--- src/rtl/kbd_scan_decoder_if.sv ---
// Byte input, event output and overflow-status bundle of the scan-code post-processor.
// The slave side is the decoder and the master side is the byte source plus the event consumer.
interface kbd_scan_decoder_if;
   logic [7:0] kbd_data_p;
   logic       kbd_data_a;
   logic [9:0] evt_data;
   logic       evt_valid;
   logic       evt_ready;
   logic       ovf;
   logic [7:0] drop_cnt;
   logic       clr_ovf;

   modport master (
      output kbd_data_p, kbd_data_a, evt_ready, clr_ovf,
      input  evt_data, evt_valid, ovf, drop_cnt
   );

   modport slave (
      input  kbd_data_p, kbd_data_a, evt_ready, clr_ovf,
      output evt_data, evt_valid, ovf, drop_cnt
   );
endinterface

--- src/rtl/kbd_scan_decoder.sv ---
// PS/2 set-2 prefix decoder: it turns byte sequences into {brk,ext,code} events.
// The events are queued in a first-word-fall-through FIFO that counts lost events.
//
// state      | meaning
// -----------+-----------------------------------------------
// ST_IDLE    | waiting for the first byte of a sequence
// ST_EXT     | E0 seen, waiting for an extended make code
// ST_BRK     | F0 seen, waiting for a break code
// ST_EXT_BRK | E0 F0 seen, waiting for an extended break code
// ST_PAUSE   | E1 seen, skipping the rest of the pause sequence
module kbd_scan_decoder #(
   parameter bit PASS_BREAK   = 1'b0,
   parameter bit SUPPRESS_REP = 1'b1,
   parameter int DEPTH        = 4,
   parameter int AW           = 2
) (
   input  logic                clk,
   input  logic                rst_n,
   kbd_scan_decoder_if.slave   kbd
);

   typedef enum logic [2:0] {
      ST_IDLE    = 3'd0,
      ST_EXT     = 3'd1,
      ST_BRK     = 3'd2,
      ST_EXT_BRK = 3'd3,
      ST_PAUSE   = 3'd4
   } state_t;

   state_t     state, state_nxt;
   logic [2:0] skip_cnt, skip_cnt_nxt;
   logic       evt_form, evt_brk, evt_ext, evt_pause;
   logic [7:0] evt_code;

   logic [8:0] held_key;
   logic       held_vld;
   logic       held_hit;
   logic       push;

   logic [9:0] mem [DEPTH];
   logic [AW-1:0] wr_ptr, rd_ptr;
   logic [AW:0]   count;
   logic          empty, full, pop, wr_en, lost;

   always_ff @(posedge clk or negedge rst_n) begin
      if (!rst_n) begin
         state    <= ST_IDLE;
         skip_cnt <= 3'd0;
      end else begin
         state    <= state_nxt;
         skip_cnt <= skip_cnt_nxt;
      end
   end

   always_comb begin
      state_nxt    = state;
      skip_cnt_nxt = skip_cnt;
      evt_form     = 1'b0;
      evt_brk      = 1'b0;
      evt_ext      = 1'b0;
      evt_pause    = 1'b0;
      evt_code     = kbd.kbd_data_p;
      if (kbd.kbd_data_a) begin
         case (state)
            ST_IDLE: begin
               case (kbd.kbd_data_p)
                  8'hE0: state_nxt = ST_EXT;
                  8'hF0: state_nxt = ST_BRK;
                  8'hE1: begin
                     state_nxt    = ST_PAUSE;
                     skip_cnt_nxt = 3'd7;
                  end
                  // BAT, ACK, resend, echo and error bytes are not key events
                  8'hAA, 8'hFA, 8'hFE, 8'hEE, 8'h00, 8'hFF: state_nxt = ST_IDLE;
                  default: evt_form = 1'b1;
               endcase
            end
            ST_EXT: begin
               if (kbd.kbd_data_p == 8'hF0) begin
                  state_nxt = ST_EXT_BRK;
               end else if (kbd.kbd_data_p != 8'hE0 && kbd.kbd_data_p != 8'hE1) begin
                  evt_form  = 1'b1;
                  evt_ext   = 1'b1;
                  state_nxt = ST_IDLE;
               end
            end
            ST_BRK: begin
               if (kbd.kbd_data_p != 8'hF0 && kbd.kbd_data_p != 8'hE0) begin
                  evt_form  = 1'b1;
                  evt_brk   = 1'b1;
                  state_nxt = ST_IDLE;
               end
            end
            ST_EXT_BRK: begin
               if (kbd.kbd_data_p != 8'hF0 && kbd.kbd_data_p != 8'hE0) begin
                  evt_form  = 1'b1;
                  evt_brk   = 1'b1;
                  evt_ext   = 1'b1;
                  state_nxt = ST_IDLE;
               end
            end
            ST_PAUSE: begin
               skip_cnt_nxt = skip_cnt - 3'd1;
               if (skip_cnt == 3'd1) begin
                  evt_form  = 1'b1;
                  evt_ext   = 1'b1;
                  evt_pause = 1'b1;
                  evt_code  = 8'hE1;
                  state_nxt = ST_IDLE;
               end
            end
            default: state_nxt = ST_IDLE;
         endcase
      end
   end

   assign held_hit = held_vld && (held_key == {evt_ext, evt_code});

   always_comb begin
      push = 1'b0;
      if (evt_form) begin
         if (evt_pause)    push = 1'b1;
         else if (evt_brk) push = PASS_BREAK;
         else              push = !(SUPPRESS_REP && held_hit);
      end
   end

   always_ff @(posedge clk or negedge rst_n) begin
      if (!rst_n) begin
         held_key <= 9'd0;
         held_vld <= 1'b0;
      end else if (evt_form && !evt_pause) begin
         if (!evt_brk) begin
            if (!(SUPPRESS_REP && held_hit)) begin
               held_key <= {evt_ext, evt_code};
               held_vld <= 1'b1;
            end
         end else if (held_hit) begin
            held_vld <= 1'b0;
         end
      end
   end

   assign empty = (count == '0);
   assign full  = (count == (AW+1)'(DEPTH));
   assign pop   = !empty && kbd.evt_ready;
   // A pop frees the slot in the same cycle, so a full FIFO still takes the push
   assign wr_en = push && (!full || pop);
   assign lost  = push && full && !pop;

   always_ff @(posedge clk) begin
      if (wr_en) mem[wr_ptr] <= {evt_brk, evt_ext, evt_code};
   end

   always_ff @(posedge clk or negedge rst_n) begin
      if (!rst_n) begin
         wr_ptr <= '0;
         rd_ptr <= '0;
         count  <= '0;
      end else begin
         if (wr_en) wr_ptr <= wr_ptr + 1'b1;
         if (pop)   rd_ptr <= rd_ptr + 1'b1;
         case ({wr_en, pop})
            2'b10:   count <= count + 1'b1;
            2'b01:   count <= count - 1'b1;
            default: count <= count;
         endcase
      end
   end

   always_ff @(posedge clk or negedge rst_n) begin
      if (!rst_n) begin
         kbd.ovf      <= 1'b0;
         kbd.drop_cnt <= 8'd0;
      end else begin
         if (lost)             kbd.ovf <= 1'b1;
         else if (kbd.clr_ovf) kbd.ovf <= 1'b0;
         if (kbd.clr_ovf)                    kbd.drop_cnt <= lost ? 8'd1 : 8'd0;
         else if (lost && kbd.drop_cnt != 8'hFF) kbd.drop_cnt <= kbd.drop_cnt + 8'd1;
      end
   end

   assign kbd.evt_valid = !empty;
   assign kbd.evt_data  = empty ? 10'd0 : mem[rd_ptr];

endmodule

--- src/flat_wrapper.sv ---
// flat-port wrapper written by rule: the top's interface ports become plain ports
module kbd_scan_decoder_flat 
#(
   parameter bit PASS_BREAK   = 1'b0,
   parameter bit SUPPRESS_REP = 1'b1,
   parameter int DEPTH        = 4,
   parameter int AW           = 2
)
  (clk, rst_n, kbd_kbd_data_p, kbd_kbd_data_a, kbd_evt_ready, kbd_clr_ovf, kbd_evt_data, kbd_evt_valid, kbd_ovf, kbd_drop_cnt);
  kbd_scan_decoder_if kbd_i ();
  input  logic clk;
  input  logic rst_n;
  input wire logic [$bits(kbd_i.kbd_data_p)-1:0] kbd_kbd_data_p;
  input wire logic [$bits(kbd_i.kbd_data_a)-1:0] kbd_kbd_data_a;
  input wire logic [$bits(kbd_i.evt_ready)-1:0] kbd_evt_ready;
  input wire logic [$bits(kbd_i.clr_ovf)-1:0] kbd_clr_ovf;
  output wire logic [$bits(kbd_i.evt_data)-1:0] kbd_evt_data;
  output wire logic [$bits(kbd_i.evt_valid)-1:0] kbd_evt_valid;
  output wire logic [$bits(kbd_i.ovf)-1:0] kbd_ovf;
  output wire logic [$bits(kbd_i.drop_cnt)-1:0] kbd_drop_cnt;
  assign kbd_i.kbd_data_p = kbd_kbd_data_p;
  assign kbd_i.kbd_data_a = kbd_kbd_data_a;
  assign kbd_i.evt_ready = kbd_evt_ready;
  assign kbd_i.clr_ovf = kbd_clr_ovf;
  assign kbd_evt_data = kbd_i.evt_data;
  assign kbd_evt_valid = kbd_i.evt_valid;
  assign kbd_ovf = kbd_i.ovf;
  assign kbd_drop_cnt = kbd_i.drop_cnt;
  kbd_scan_decoder #(.PASS_BREAK(PASS_BREAK), .SUPPRESS_REP(SUPPRESS_REP), .DEPTH(DEPTH), .AW(AW)) u_core (.clk(clk), .rst_n(rst_n), .kbd(kbd_i));
endmodule
--- config.mk ---
export PLATFORM = sky130hd
export DESIGN_NAME = kbd_scan_decoder_flat
export DESIGN_NICKNAME = d
export VERILOG_FILES = /design/src/rtl/kbd_scan_decoder_if.sv /design/src/rtl/kbd_scan_decoder.sv /design/src/flat_wrapper.sv
export SDC_FILE = /design/constraint.sdc
export NUM_CORES = 1
export LEC_CHECK = 0
export ABC_AREA = 1
export CORE_MARGIN = 2
export CORE_UTILIZATION = 46
export CTS_BUF_LIST = sky130_fd_sc_hd__clkbuf_2 sky130_fd_sc_hd__clkbuf_4 sky130_fd_sc_hd__clkbuf_8
export CTS_CLUSTER_SIZE = 24
export DETAILED_ROUTE_END_ITERATION = 7
export PLACE_DENSITY = 0.66
export SETUP_SLACK_MARGIN = 0.05
export SLEW_MARGIN = 30
export SYNTH_ARGS = -nofsm -noshare
export SYNTH_HDL_FRONTEND = slang
export SYNTH_SLANG_ARGS = --single-unit
--- constraint.sdc ---
create_clock -name clk -period 4.7 [get_ports clk]
set_input_delay 0.47 -clock clk [delete_from_list [all_inputs] [get_ports clk]]
set_output_delay 0.47 -clock clk [all_outputs]
set_load 0.05 [all_outputs]
==> impl_metrics.csv <==
group,metric,value,unit
status,status,"completed",
routing,first_iter_violations,127,
global_routing,grt_overflow,0,
final_layout,drive_gt1_frac,0.1336,
sta,hold_violations,0,
min_path,holdPathEnd,"u_core.skip_cnt[2]$_DFFE_PN0P_",
global_routing,grtUsageTotal,0.1768,
synthesis,syn_area_per_cell,9.132,µm²
final_layout,area.sequential,2002,µm²
min_path,min_path_type,"flop to flop",
synthesis,synthDistinctLibCells,40,
final_layout,finalNonFillerCells,569,
synthesis,synth_area,3854,µm²
die,die_w,95.53,µm
sta,setup_ws,1.028,ns
sta,holdWs,0.5021,ns
sta,rsz0062_at_grt,"no",
final_layout,nets,482,
critical_path,required,4.94,ns
sta,fin_setup_tns,0,ns
routing,post_drt_via_cell_ratio,4.998,
sta,finalCritPeriodShare,0.7813,
critical_path,arrival,3.91,ns
synthesis,syn_nets,445,
critical_path,cp_max_fo,7,
die,coreArea,8175,µm²
clock_network,root_buffer,"clkbuf_8",
routing,drc,0,
final_layout,layout_commonest_cell,"nand2_1",
final_layout,syn_to_final_growth,15.71,%
final_layout,multi_input_area,1618,µm²
critical_path,ff2ff_path_depth,22,
sta,finalSetupViolCount,0,
critical_path,cp_slowest_stage_delay,0.51,ns
min_path,hold_path_depth,1,
min_path,hold_start,"u_core.skip_cnt[2]$_DFFE_PN0P_",
placement,port_buffers,32,
sta,fin_worst_skew,0.01006,ns
run,drv_cap,0,
clock_network,post-cts-setup-buffer-count,0,
synthesis,ys_async_sr_fraction,0.4444,
critical_path,startpoint,"kbd_kbd_data_p[1]",
synthesis,synth_cells,422,
synthesis,yosysWarnings,0,
sta,max_freq,0.2723,GHz
power,power_density,590.7,nW/µm²
global_routing,grt_max_degree,33,
global_routing,first_global_vias,2707,
clock_network,htreeDepth,3,
critical_path,reg2reg_from,"u_core.state[2]$_DFFE_PN0P_",
critical_path,rrSetupSlack,1.09,ns
clock_network,clock-sinks,72,
final_layout,diodes,0,
die,num_rows,33,
clock_network,cts_inserted_buffers,9,
final_layout,nFillCells,729,
routing,antenna_left,0,
critical_path,slowest_stage,"clkdlybuf4s50_1",
die,start_util,0.4714,
routing,totalWireLength,7484,µm
sta,min_period,3.672,ns
placement,place_hpwl,5191,µm
routing,first_pass_iters,4,
global_routing,grt_pass1_wl,12300,µm
synthesis,synth-edff-count,40,
power,power_leakage,1.904,nW
clock_network,cts_buffer_depth,2,
routing,routedWlPerCell,13.15,µm
placement,pre_cts_slack,0.6600,ns
critical_path,end_kind,"flop",
synthesis,ys_seq_area_frac,0.5195,
critical_path,path_class,"input pin to flop",
final_layout,layout_common_cells,"nand2_1 (80), nor2_1 (74), edfxtp_1 (40), inv_1 (39)",
clock_network,insertion_delay,0.35,ns
clock_network,cts_tree,"yes",
power,max-vdd-ir-drop,0.1960,mV
synthesis,ys_seq_elements,72,
placement,place.gp.congestion,0.8716,
sta,worst_pin_slew,0.7781,ns
sta,slew_viol_final,0,
global_routing,grt_antenna_before_repair,0,
critical_path,regToRegEndpoint,"u_core.count[2]$_DFFE_PN0P_",
clock_network,hold_buffers,0,
critical_path,critPathLaunchType,"input pin",
clock_network,cts-resized-gates,0,
sta,max_slew_margin,0.4812,
die,pin_count,33,
synthesis,synth_flop_cell,"edfxtp_1",
critical_path,path_cells,"clkdlybuf4s50_1 -> nor2_1 -> nand2_4 -> o21ai_0 -> nand3_2 -> o211ai_1 -> or2_2 -> nand3_1 -> ha_1 -> inv_1 -> nand2_2 -> a21boi_2 -> nand2_2 -> ha_1 -> inv_1 -> fa_1 -> a21oi_1 -> o21ai_0 -> xor2_1",
routing,vias,2844,
die,die_area,9126,µm²
placement,placedCellCount,553,
die,die_y,95.53,µm
clock_network,clkTransAtPathRegs,0.09,ns
-- cell usage after synthesis, types with 6 or more instances --
| cell type | instances | share of area |
|---|---|---|
| clkbuf_1 | 7 | 0.0068 |
| nand3_1 | 20 | 0.026 |
| nor2_1 | 74 | 0.072 |
| edfxtp_1 | 40 | 0.31 |
| dfrtp_1 | 32 | 0.21 |
| a21oi_1 | 16 | 0.021 |
| o21ai_2 | 9 | 0.020 |
| xnor2_1 | 6 | 0.014 |
| ha_1 | 9 | 0.029 |
| nor2_4 | 6 | 0.018 |
| o21ai_0 | 31 | 0.040 |
| nand2_1 | 80 | 0.078 |
| inv_1 | 39 | 0.038 |
| xor2_1 | 7 | 0.016 |
-- worst max path at each step --
| stage | endpoint | cells after the start |
|---|---|---|
| final | u_core.count[2]$_DFFE_PN0P_ | 19 |
| after global routing | u_core.count[2]$_DFFE_PN0P_ | 19 |
| after CTS | u_core.count[2]$_DFFE_PN0P_ | 19 |
| after detailed placement | u_core.count[2]$_DFFE_PN0P_ | 19 |
| after global placement | u_core.count[2]$_DFFE_PN0P_ | 19 |
| after floorplan | u_core.count[2]$_DFFE_PN0P_ | 25 |
-- sequential cells by signal, indices dropped and copies added (netlist names) --
signal               cells
u_core.mem              40
u_core.rd_ptr            2
u_core.held_vld          1
u_core.kbd.drop_cnt      8
u_core.count             3
u_core.held_key          9
u_core.state             3
u_core.wr_ptr            2
u_core.kbd.ovf           1
u_core.skip_cnt          3
-- routing by layer --
| layer | vias to the layer above | share of wire | global-route usage | wire length, µm |
|---|---|---|---|---|
| li1 | 1452 | - | - | - |
| met1 | 1335 | 0.48 | 0.2301 | 3622 |
| met2 | 46 | 0.47 | 0.2885 | 3503 |
| met3 | 11 | 0.033 | 0.04348 | 250 |
| met4 | 0 | 0.014 | 0.06190 | 108 |
| met5 | - | 0 | 0 | 0 |
-- cell type report --
cell class,instances,share of cell area
clock inverters,7,0.01375
flip-flops and latches,72,0.4489
well taps,105,0.02946
clock buffers,9,0.02778
multi-input cells,295,0.3628
repair buffers,37,0.08025
inverters,44,0.03704
-- kinds of logic (layout without fill, tap and decap cells) --
group	after synthesis	after routing	share of synthesized area
compound gates	64	64	0.09903
xor+xnor	13	13	0.02955
fa+ha+maj	10	10	0.03442
buf+inv	55	97	0.06072
flops	72	72	0.5195
simple gates	208	208	0.2568
-- worst max-delay path, delay by kind of cell --
family          cells  cell delay [ns]
simple gates        7             0.94
xor+xnor            1             0.15
compound gates      5             0.93
fa+ha+maj           3             0.78
buf+inv             3             0.66
-- where the power goes --
group	switching [mW]	total, mW	leakage (nW)	internal (mW)
clock network	0.257	0.458	0.0884	0.200
registers	0.133	0.977	0.767	0.844
logic	0.794	1.20	1.05	0.406
-- stage by stage --
step,instance area (µm²),utilization,power (mW)
after global placement,4274,0.5228,2.167
final,4459,0.5455,2.634
after floorplan,3854,-,1.859
after CTS,4459,0.5455,2.655
after global routing,4459,0.5455,2.822
after detailed placement,4274,0.5228,2.196
Power figures use the tool's default switching activity.
